[src/rtl/and18_qual_pkg.sv]
// rtl/and18_qual_pkg.sv - shared types and limits for the qualified 18-input AND
//
// Purpose : FSM state encoding, counter width and the legal QUAL_CYCLES range,
//           shared by and18_qual and and18_qual_fsm.
// Contents: CNT_W, QUAL_MIN, QUAL_MAX, state_t {IDLE, COUNT, QUAL}
package and18_qual_pkg;

   localparam int CNT_W    = 8;
   localparam int QUAL_MIN = 1;
   localparam int QUAL_MAX = 255;

   typedef enum logic [1:0] {
      IDLE  = 2'd0,
      COUNT = 2'd1,
      QUAL  = 2'd2
   } state_t;

endpackage

[src/rtl/and18_qual_fsm.sv]
// rtl/and18_qual_fsm.sv - qualification FSM, run counter and rise pulse
//
// Purpose : counts consecutive enabled cycles with z0 high and declares the
//           AND qualified after QUAL_CYCLES of them.
// Ports   : ck   - rising-edge clock
//           cd   - asynchronous active-high reset
//           sp   - clock enable, freezes state and count when low
//           z0   - registered AND result from the datapath
//           zq   - high while in QUAL
//           rise - one-cycle pulse after the edge that enters QUAL
//           cnt  - current run length, saturating at QUAL_CYCLES
module and18_qual_fsm
   import and18_qual_pkg::*;
#(
   parameter int QUAL_CYCLES = 4
) (
   input  logic             ck,
   input  logic             cd,
   input  logic             sp,
   input  logic             z0,
   output logic             zq,
   output logic             rise,
   output logic [CNT_W-1:0] cnt
);

   localparam logic [CNT_W-1:0] QC = CNT_W'(QUAL_CYCLES);

   state_t           state;
   state_t           state_nx;
   logic [CNT_W-1:0] cnt_nx;
   logic [CNT_W-1:0] cnt_inc;
   logic             enter_qual;

   // cnt < QC while in COUNT, so the increment cannot overflow CNT_W
   assign cnt_inc = cnt + CNT_W'(1);

   always_comb begin
      state_nx = state;
      cnt_nx   = cnt;
      case (state)
         IDLE: begin
            if (z0) begin
               cnt_nx   = CNT_W'(1);
               state_nx = (QC == CNT_W'(1)) ? QUAL : COUNT;
            end else begin
               cnt_nx   = '0;
            end
         end
         COUNT: begin
            if (z0) begin
               cnt_nx = cnt_inc;
               if (cnt_inc == QC) begin
                  state_nx = QUAL;
               end
            end else begin
               cnt_nx   = '0;
               state_nx = IDLE;
            end
         end
         QUAL: begin
            if (z0) begin
               cnt_nx = QC;
            end else begin
               cnt_nx   = '0;
               state_nx = IDLE;
            end
         end
         default: begin
            cnt_nx   = '0;
            state_nx = IDLE;
         end
      endcase
   end

   assign enter_qual = (state_nx == QUAL) && (state != QUAL);

   always_ff @(posedge ck or posedge cd) begin
      if (cd) begin
         state <= IDLE;
         cnt   <= '0;
         zq    <= 1'b0;
         rise  <= 1'b0;
      end else begin
         // rise is not gated by sp, so it always drops on the following edge
         rise <= sp & enter_qual;
         if (sp) begin
            state <= state_nx;
            cnt   <= cnt_nx;
            zq    <= (state_nx == QUAL);
         end
      end
   end

endmodule

[src/rtl/and18_qual.sv]
// rtl/and18_qual.sv - registered 18-input AND with run-length qualification
//
// Purpose : two-stage registered AND of A (AR then Z0), followed by an FSM
//           that qualifies Z0 after QUAL_CYCLES consecutive enabled highs.
// Ports   : CK   - rising-edge clock
//           CD   - asynchronous active-high reset
//           SP   - clock enable for all state
//           A    - 18 operand bits
//           Z0   - registered AND of the sampled A (2 enabled edges latency)
//           ZQ   - qualified AND
//           RISE - one-cycle pulse on ZQ 0->1
//           CNT  - current qualification count
module and18_qual
   import and18_qual_pkg::*;
#(
   parameter int QUAL_CYCLES = 4
) (
   input  logic             CK,
   input  logic             CD,
   input  logic             SP,
   input  logic [17:0]      A,
   output logic             Z0,
   output logic             ZQ,
   output logic             RISE,
   output logic [CNT_W-1:0] CNT
);

   if (QUAL_CYCLES < QUAL_MIN || QUAL_CYCLES > QUAL_MAX) begin : g_range_err
      $error("and18_qual: QUAL_CYCLES=%0d outside %0d..%0d",
             QUAL_CYCLES, QUAL_MIN, QUAL_MAX);
   end

   logic [17:0] ar;

   always_ff @(posedge CK or posedge CD) begin
      if (CD) begin
         ar <= '0;
         Z0 <= 1'b0;
      end else if (SP) begin
         ar <= A;
         Z0 <= &ar;
      end
   end

   and18_qual_fsm #(
      .QUAL_CYCLES (QUAL_CYCLES)
   ) u_fsm (
      .ck   (CK),
      .cd   (CD),
      .sp   (SP),
      .z0   (Z0),
      .zq   (ZQ),
      .rise (RISE),
      .cnt  (CNT)
   );

endmodule

[config.mk]
export PLATFORM = sky130hd
export DESIGN_NAME = and18_qual
export DESIGN_NICKNAME = d
export VERILOG_FILES = /design/src/rtl/and18_qual_pkg.sv /design/src/rtl/and18_qual_fsm.sv /design/src/rtl/and18_qual.sv
export SDC_FILE = /design/constraint.sdc
export NUM_CORES = 1
export LEC_CHECK = 0
export BUFFER_PORTS_ARGS = -buffer_cell sky130_fd_sc_hd__buf_2
export CAP_MARGIN = 30
export CORE_ASPECT_RATIO = 0.6
export CORE_UTILIZATION = 35
export CTS_BUF_LIST = sky130_fd_sc_hd__clkbuf_8
export DETAILED_ROUTE_END_ITERATION = 16
export GPL_ROUTABILITY_DRIVEN = 0
export HOLD_SLACK_MARGIN = 0.08
export PLACE_DENSITY_LB_ADDON = 0.25
export SETUP_SLACK_MARGIN = 0.2
export SKIP_LAST_GASP = 1
export SYNTH_ARGS = -nofsm -noshare
export SYNTH_HDL_FRONTEND = slang
export SYNTH_SLANG_ARGS = --single-unit
[constraint.sdc]
create_clock -name CK -period 1.87 [get_ports CK]
set_input_delay 0.187 -clock CK [delete_from_list [all_inputs] [get_ports CK]]
set_output_delay 0.187 -clock CK [all_outputs]
set_load 0.005 [all_outputs]
==> impl_results.md <==
- Unrepaired setup endpoints after global routing: false
- Highest achievable clock rate: 628 MHz
- Top post-synthesis cells by area: sky130_fd_sc_hd__dfrtp_1, sky130_fd_sc_hd__mux2_2, sky130_fd_sc_hd__nand4_1, sky130_fd_sc_hd__o21ai_0, sky130_fd_sc_hd__a21o_1
- Worst slack at placement: 0.106 ns
- Post-route ant nets: 0
- Worst hold-check path type: input pin to register
- Port Buffers: 31
- Net Count, Synth: 139
- Total of fill cells in the finished design: 356
- Worst Skew: 0.00555 ns
- Post-Synthesis Cell Area: 0.00145 mm2
- Initial antenna violation count: 0
- Worst-path fanout max: 5
- GRT met1 Usage: 18.7%
- Worst setup margin: 0.277 ns
- Total via count after detailed routing: 1095
- Number of max-capacitance violations reported: 0
- Count of nets after finishing: 184
- First-pass GRT wire length: 5020 um
- Layout cells sized above 1: 46.6%
- Setup Crit Path Kind: register to register
- Crit path time final: 1.59 ns
- Headroom to the max-slew limit: 74.2%
- Maximum number of pins on one net before global-route repair: 32
- Outcome: finished clean
- Met3 Resource Use GR: 6.03%
- Number of buffers created by CTS: 5
- Row count: 17
- Count of synthesis-stage warnings from yosys: 0
- Final design utilization: 47.5%
- CTS tree: done
- Count of different cell masters after synthesis: 39
- Ports placed on the boundary: 32
- Clock latency reported for the late side of the worst-skew pair: 0.28 ns
- Final Cycle Share: 85.2%
- Post-Route Setup TNS: 0 ns
- Final hold violation count: 0
- Avg Vias per Cell: 5.26
- Flip-flop and latch count after synthesis: 31
- Data required, critical path: 2.03 ns
- Violation count after the first detailed-routing iteration: 47
- Post-detailed-route wirelength per cell: 14.3 um
- Sequential element share of the synthesized area: 53.6%
- Router iterations before antenna repair: 4
- Mean cell area of the mapped netlist: 12.4 um2
- Chip width: 85.0 um
- Core outline area: 0.00381 mm2
- Top-area cell type share of the netlist area: 53.6%
- Height of the die: 51.8 um
- Maximum number of buffers from clock root to sink: 2
- Overall Global Routing Usage: 15.5%
- Standby leakage power: 0.877 nW
- DRC errors left: 0
- Global-route met2 utilization: 25.0%
- # diodes: 0
- Startpoint type of the worst setup path: register
- H-tree depth: 2
- Area enclosed by the die boundary: 0.00441 mm2
- Actual slew at the worst max-slew pin: 0.387 ns
- Sinks on Clock Net: 31
- Growth of design area from synthesis to finish: 25.0%
- Number of pins exceeding their max-slew limit in the final report: 0
- Largest area contributor in the netlist: sky130_fd_sc_hd__dfrtp_1
- Worst path arrival time: 1.76 ns
- Starting density of the core: 38.0%
- Critical path capture point type: register
- Busiest layer in global routing: met2
- Clock tree root buffer cell: sky130_fd_sc_hd__clkbuf_8
- Vias in the first global route: 1100
- Power per Cell Area: 716 mW/mm2
- Total congestion overflow: 0
- Final HPWL from detailed placement: 2140 um
- Total wire length: 2970 um
- Highest ir drop seen on vdd: 334 uV
- Post-Syn Instances: 117
- Post-CTS clock slew at the launch and capture registers of the worst setup and hold paths: 0.06 ns
- Final setup violation count: 0
-- timing repair --
item / in CTS / in global routing
gates resized for setup: 2 / 2
pin swaps: 1 / 3
setup endpoints to repair: 4 / 3
endpoints found under the hold margin: 31 / 0
hold buffers: 1 / 0
buffers inserted: 0 / 4
-- power by group --
part	switching, mW	internal, mW	total (mW)
clock	0.224	0.242	0.466
combinational	0.0424	0.0571	0.0995
sequential	0.0195	0.710	0.730
total	0.286	1.01	1.29
-- cell usage after synthesis (all sizes together) --
cell and n:
a21o 4, a2111oi 1, a2111o 1, and3 1, o21ai 6, a21oi 1
inv 6, or3 1, a41oi 1, and4 1, nand4b 1, o31ai 2
buf 4, nor2 4, dfrtp 31, clkbuf 1, nor4 2, mux2i 1
nor2b 2, a31oi 1, nor3 2, nand3b 1, nor4b 1, a221o 1
or4 1, a211o 1, ha 1, o22ai 1, xnor2 1, o2bb2ai 2
nand3 4, nand2 5, a31o 1, mux2 18, nand4 5
-- critical path: stages (launching register included) --
cell	delay [ns]
sky130_fd_sc_hd__dfrtp_2	0.39
sky130_fd_sc_hd__ha_4	0.18
sky130_fd_sc_hd__nand3b_4	0.08
sky130_fd_sc_hd__or4_4	0.43
sky130_fd_sc_hd__nor2b_1	0.15
sky130_fd_sc_hd__a221o_1	0.26
-- metrics by stage --
step                      cell area [um2]  power [mW]  std cells  hold WS [ns]
after floorplan                      1460       0.801        117         0.291
after global placement               1690       0.837        197         0.277
after detailed placement             1690       0.842        197         0.289
after CTS                            1770        1.32        204         0.128
after global routing                 1810        1.36        208         0.128
final                                1810        1.29        208         0.134
-- cell families after synthesis --
group                      after synthesis  synth area share [%]
xor gates and xnor gates                 1                 0.605
AOI/OAI and AO/OA                       23                  12.8
adders and majority gates                1                 0.864
muxes                                   19                  14.7
buffers and inverters                   11                  4.32
DFF                                     31                  53.6
and+or+nand+nor                         31                  13.1
-- final timing paths --
| check | startpoint | endpoint | slack (ns) | cells after the start |
|---|---|---|---|---|
| max | u_fsm.cnt[1] | u_fsm.state[0] | 0.28 | 5 |
| min | A[3] | ar[3] | 0.13 | 2 |
| max reg2reg | u_fsm.cnt[1] | u_fsm.state[0] | 0.28 | 5 |
| min reg2reg | u_fsm.zq | u_fsm.zq | 0.49 | 1 |
| max in group asynchronous | CD | u_fsm.cnt[1] | 1.03 | 4 |
| min in group asynchronous | CD | u_fsm.rise | 0.53 | 4 |
-- layout make-up --
type / count / area [um2] / share of cell area [%]
Tap cell: 47 / 58.8 / 3.25
Sequential cell: 31 / 778 / 43.0
Multi-Input combinational cell: 75 / 629 / 34.8
Clock inverter: 1 / 3.75 / 0.207
Clock buffer: 5 / 68.8 / 3.80
Timing Repair Buffer: 43 / 248 / 13.7
Inverter: 6 / 22.5 / 1.24
-- layer usage --
metal	up-vias	wire, um
met5	-	0
met4	0	34
met3	4	222
met2	32	1340
met1	531	1370
li1	528	-
-- flip-flops by register name, summed over array words and instances, names as in the netlist --
name,flops
ar,18
u_fsm.cnt,8
u_fsm.rise,1
u_fsm.zq,1
Z0,1
u_fsm.state,2
-- cell usage in the layout, fill, tap and decap left out, drive strengths merged --
cell	synthesis	routed
clkbuf	1	5
nand4b	1	1
o2bb2ai	2	2
nand2	5	5
and3	1	1
a2111o	1	1
mux2i	1	1
nor4b	1	1
a21o	4	4
inv	6	7
o22ai	1	1
a221o	1	1
a211o	1	1
a31oi	1	1
nand4	5	5
a31o	1	1
or4	1	1
xnor2	1	1
nor4	2	2
nor3	2	2
and4	1	1
ha	1	1
nand3b	1	1
or3	1	1
nor2	4	4
dfrtp	31	31
o31ai	2	2
nor2b	2	2
dlygate4sd3	0	1
o21ai	6	6
buf	4	42
nand3	4	4
a41oi	1	1
a2111oi	1	1
mux2	18	18
a21oi	1	1
Note: power is estimated with default switching activity, not from simulation.
